<file path="config.mk">
export PLATFORM = sky130hd
export DESIGN_NAME = irq_ctrl
export DESIGN_NICKNAME = d
export VERILOG_FILES = /design/src/rtl/irq_ctrl.sv
export SDC_FILE = /design/constraint.sdc
export NUM_CORES = 1
export LEC_CHECK = 0
export CORE_UTILIZATION = 50
export CTS_CLUSTER_SIZE = 10
export DETAILED_ROUTE_END_ITERATION = 10
export DONT_BUFFER_PORTS = 1
export GPL_ROUTABILITY_DRIVEN = 0
export GPL_TIMING_DRIVEN = 0
export PLACE_DENSITY = 0.68
export SYNTH_ARGS = -nofsm -noshare
export SYNTH_HDL_FRONTEND = slang
export SYNTH_SLANG_ARGS = --single-unit
export TNS_END_PERCENT = 20
</file>
<file path="constraint.sdc">
create_clock -name clk -period 1.4 [get_ports clk]
set_input_delay 0.21 -clock clk [delete_from_list [all_inputs] [get_ports clk]]
set_output_delay 0.21 -clock clk [all_outputs]
set_load 0.05 [all_outputs]
</file>
<file path="src/rtl/irq_ctrl.sv">
// irq_ctrl: six-source interrupt controller with mask, per-source edge/level
// mode, pending and in-service registers, and a three-state request FSM that
// issues one request at a time to CP0 and waits for an EOI before the next.
module irq_ctrl (
   input  logic        clk,
   input  logic        reset,
   input  logic [31:2] Addr,
   input  logic        WE,
   input  logic [31:0] Din,
   output logic [31:0] Dout,
   input  logic [5:0]  irq_in,
   output logic        int_req,
   output logic [2:0]  int_id,
   input  logic        int_ack
);

   typedef enum logic [1:0] {
      ST_IDLE = 2'd0,
      ST_REQ  = 2'd1,
      ST_SERV = 2'd2
   } state_t;

   state_t      state_q, state_d;
   logic [5:0]  mask_q, mask_d;
   logic [5:0]  mode_q, mode_d;
   logic [5:0]  pend_q, pend_d;
   logic [5:0]  insv_q, insv_d;
   logic [5:0]  prev_q;
   logic        int_req_q, int_req_d;
   logic [2:0]  int_id_q, int_id_d;

   logic [1:0]  sel;
   logic        wr_mask, wr_mode, wr_pend, wr_insv;
   logic [5:0]  w1c, edge_set, eligible, ack_onehot, ack_clr;
   logic [2:0]  winner;

   // Only Addr[3:2] and Din[5:0] carry meaning; the rest is deliberately dropped.
   logic        unused_bits;
   assign unused_bits = ^{Addr[31:4], Din[31:6]};

   assign sel      = Addr[3:2];
   assign wr_mask  = WE && (sel == 2'd0);
   assign wr_mode  = WE && (sel == 2'd1);
   assign wr_pend  = WE && (sel == 2'd2);
   assign wr_insv  = WE && (sel == 2'd3);

   assign w1c        = wr_pend ? Din[5:0] : 6'd0;
   assign edge_set   = irq_in & ~prev_q;
   assign eligible   = pend_q & mask_q;
   assign ack_onehot = 6'd1 << int_id_q;

   // Fixed priority: lowest-index eligible source wins.
   always_comb begin
      winner = 3'd0;
      for (int i = 5; i >= 0; i--) begin
         if (eligible[i]) winner = 3'(i);
      end
   end

   // Request FSM next state; arbitration only happens from IDLE, so a latched
   // request is never preempted by a higher-priority arrival.
   always_comb begin
      // NOTE: every output of a combinational block gets a default first so
      // that no path leaves it unassigned and infers a latch.
      state_d   = state_q;
      int_req_d = int_req_q;
      int_id_d  = int_id_q;
      insv_d    = insv_q;
      ack_clr   = 6'd0;
      unique case (state_q)
         ST_IDLE: begin
            if ((eligible != 6'd0) && (insv_q == 6'd0)) begin
               state_d   = ST_REQ;
               int_req_d = 1'b1;
               int_id_d  = winner;
            end
         end
         ST_REQ: begin
            if (int_ack) begin
               insv_d    = insv_q | ack_onehot;
               ack_clr   = ack_onehot;
               int_req_d = 1'b0;
               state_d   = ST_SERV;
            end else if ((eligible & ack_onehot) == 6'd0) begin
               int_req_d = 1'b0;
               state_d   = ST_IDLE;
            end
         end
         ST_SERV: begin
            if (wr_insv) begin
               insv_d  = 6'd0;
               state_d = ST_IDLE;
            end
         end
         default: state_d = ST_IDLE;
      endcase
   end

   // Configuration writes and pending update: edge bits set on a rising edge
   // (set beats W1C/ack clear), level bits simply follow the raw line.
   always_comb begin
      mask_d = wr_mask ? Din[5:0] : mask_q;
      mode_d = wr_mode ? Din[5:0] : mode_q;
      pend_d = (mode_q & (edge_set | (pend_q & ~(w1c | ack_clr))))
             | (~mode_q & irq_in);
   end

   // Combinational register read, zero-extended to 32 bits.
   always_comb begin
      Dout = 32'd0;
      unique case (sel)
         2'd0: Dout[5:0] = mask_q;
         2'd1: Dout[5:0] = mode_q;
         2'd2: Dout[5:0] = pend_q;
         2'd3: Dout[5:0] = insv_q;
         default: Dout = 32'd0;
      endcase
   end

   // State registers with synchronous reset overriding every other input.
   always_ff @(posedge clk) begin
      // NOTE: sequential state uses non-blocking assignments so every register
      // samples pre-edge values regardless of statement order.
      if (reset) begin
         state_q   <= ST_IDLE;
         mask_q    <= 6'd0;
         mode_q    <= 6'd0;
         pend_q    <= 6'd0;
         insv_q    <= 6'd0;
         prev_q    <= 6'd0;
         int_req_q <= 1'b0;
         int_id_q  <= 3'd0;
      end else begin
         state_q   <= state_d;
         mask_q    <= mask_d;
         mode_q    <= mode_d;
         pend_q    <= pend_d;
         insv_q    <= insv_d;
         prev_q    <= irq_in;
         int_req_q <= int_req_d;
         int_id_q  <= int_id_d;
      end
   end

   assign int_req = int_req_q;
   assign int_id  = int_id_q;

endmodule

</file>
==> results.cfg <==
[synthesis]
syn_inst = 202
synthTopCellsByArea = dfxtp_1 39%, buf_4 10%, mux4_2 8.5%
synth_seq_cells = 36
yosys.cell_count.top_type = dfxtp_1
ys_seq_area_share_pct = 38.7
synth_top_area_share_pct = 38.7
synth_top_cell_by_area = dfxtp_1
synth_edf_count = 0
synth_warnings = 0
synth_cell_type_count = 37
synth_area_sq_um = 1860
syn-mean-instance-area_sq_um = 9.22
async_reset_ff_share_pct = 0
yosys_most_used_dff = dfxtp_1
synth_common_cells = 36 x dfxtp_1, 26 x buf_4, 25 x nor2_1

[clock_network]
cts_sinks = 36
clk-insertion-delay-late_ps = 290
clockBufferDepth = 2
cts_made_buffers = 5
cts-root-buf = clkbuf_8
htree_num_levels = 2
clk_pin_slew_ps = 80
cts_tree = done

[place]
io_buffers = 0
placedCellCount = 273
post-dp-hpwl_um = 3170
placed_area_sq_um = 2020

[grt]
grt_pass1_wl_um = 7130
grt-ovfl-total = 0
antenna_found_initial = 0
grt_max_degree = 11
grtUsageTotal_pct = 23.7
grt_pass1_vias = 1521

[run_status]
status = complete, but fails checks
violations = negative setup slack

[floorplan]
core-area_sq_um = 3440
start_util_pct = 54.1
fp.dieArea_sq_um = 3970
die_h_um = 63.0
die_w_um = 63.0
pin_count = 108
rows = 21

[pwr]
ir_drop_mv = 0.641
power.density_nw_per_um2 = 1030
p_leak_nw = 0.948

[timing]
timing.final.crit_period_ps = 1490
clock_skew_ps = 11.2
period_share_pct = 106
worst_pin_slew_ps = 757
fmax_mhz = 671
setup_viol = 11
hold_violations = 0
slew_headroom_pct = 49.3
rsz0062_at_grt = yes
slew_violations = 0
fin_ws_ps = -90.6

[detailed_routing]
postRouteAntennaNets = 0
via_per_inst = 5.38
vias = 1533
drcViolationCount = 0
drt-total-wl_um = 4310
drtPass1Iterations = 4
wl_per_cell_um = 15.1
drtIter0Drc = 86

[finish]
fin_cells = 285
final_nets = 310
diodes = 0
drive_gt1_share_pct = 33.1
fillers = 304
final_cell_area_sq_um = 2220
area_growth_pct = 19.1

[setup_path]
worst-path-stages = 1
crit_arrival_ps = 1280
worstSetupEndpointType = output pin
cp_cell_sequence = mux4_2
path_max_fanout = 3
reg2reg_setup_slack_ps = -80
cp.required_ps = 1190
reg2reg_depth = 4
crit_buf_inv = 0
startpoint_type = flip-flop
cp_top_family = multiplexers
critPathSlowestCell = mux4_2
crit_type = reg2out
cpPeakStageDelay_ps = 640
reg2reg_from = int_id[0]
r2r-end = int_req

[min_path]
hp-class = in2reg
hold_depth = 2
hp-start = Din[1]
whs_endpoint = mode_q[1]

[job]
cap_violations = 0
area by class of cell:
type,instances,area (sq um),area share [%]
multi-input combinational,155,1040,47.0
timing repair buffer,4,30.0,1.35
buffer,32,230,10.4
clock buffer,8,90.1,4.06
sequential,36,751,33.9
inverter,4,17.5,0.790
tap,46,57.6,2.60
cell families (layout without fill, tap and decap cells):
| family | count (synthesis) | in the layout | share of synthesized area [%] |
|---|---|---|---|
| buffers and inverters | 36 | 48 | 12.6 |
| other | 1 | 26 | 0.201 |
| and+or+nand+nor | 75 | 75 | 19.8 |
| DFF | 36 | 36 | 38.7 |
| AOI/OAI and AO/OA | 35 | 35 | 13.7 |
| muxes | 19 | 19 | 14.9 |
state kept, by name, summed over array words and instances (netlist names):
signal,count
insv_q,6
int_id,3
int_req,1
mask_q,6
mode_q,6
pend_q,6
prev_q,6
state_q,2
routing by layer:
layer	part of all wire, %	track usage (%)	vias to the layer above	wire length [um]
met5	0	0	-	0
met4	1.5	10.2	0	66
met3	10	7.48	10	434
met2	48	40.1	80	2070
met1	40	27.1	700	1730
li1	-	-	743	-
worst max path at each step:
| stage | from | endpoint | slack, ps |
|---|---|---|---|
| 3_3_place_gp | reset | mode_q[4] | -320 |
| 4_1_cts | int_id[0] | int_req | -90 |
| 6_report | insv_q[2] | Dout[2] | -90 |
| 5_1_grt | insv_q[2] | int_id[2] | -110 |
| 2_1_floorplan | state_q[0] | int_id[2] | -3 |
| 3_5_place_dp | reset | mask_q[0] | -390 |
stage by stage:
| step | setup slack [ps] | setup TNS [ps] | hold WS [ps] | utilization, % | total power [mW] |
|---|---|---|---|---|---|
| detailed placement | -391 | -5660 | 367 | 58.8 | 1.52 |
| CTS | -90.8 | -770 | 71.4 | 63.1 | 2.28 |
| finish | -90.6 | -746 | 60.8 | 64.4 | 2.29 |
| global route | -112 | -1050 | 78.5 | 64.4 | 2.37 |
| global placement | -325 | -4670 | 359 | 58.8 | 1.52 |
| floorplan | -2.52 | -2.52 | 354 | - | 1.48 |
layout by cell type, fill, tap and decap left out, types with 7 or more instances in the layout:
| master | n |
|---|---|
| nor2_1 | 25 |
| nor2b_1 | 7 |
| conb_1 | 26 |
| a22o_1 | 8 |
| dfxtp_2 | 15 |
| buf_4 | 30 |
| dfxtp_1 | 18 |
| nand2_1 | 23 |
| mux4_2 | 7 |
| mux2i_1 | 12 |
repair_timing:
item	in CTS	in global routing
setup endpoints to repair	20	21
pin swaps	2	4
hold buffers	0	0
resized for setup	16	15
buffers inserted	3	1
power breakdown:
group          leakage (nW)  internal (mW)  switching, mW
registers             0.303           1.06         0.0473
clock network        0.0455          0.402          0.367
logic                 0.599          0.131          0.285
total                 0.948           1.59          0.699
Power figures use the tool's default switching activity.
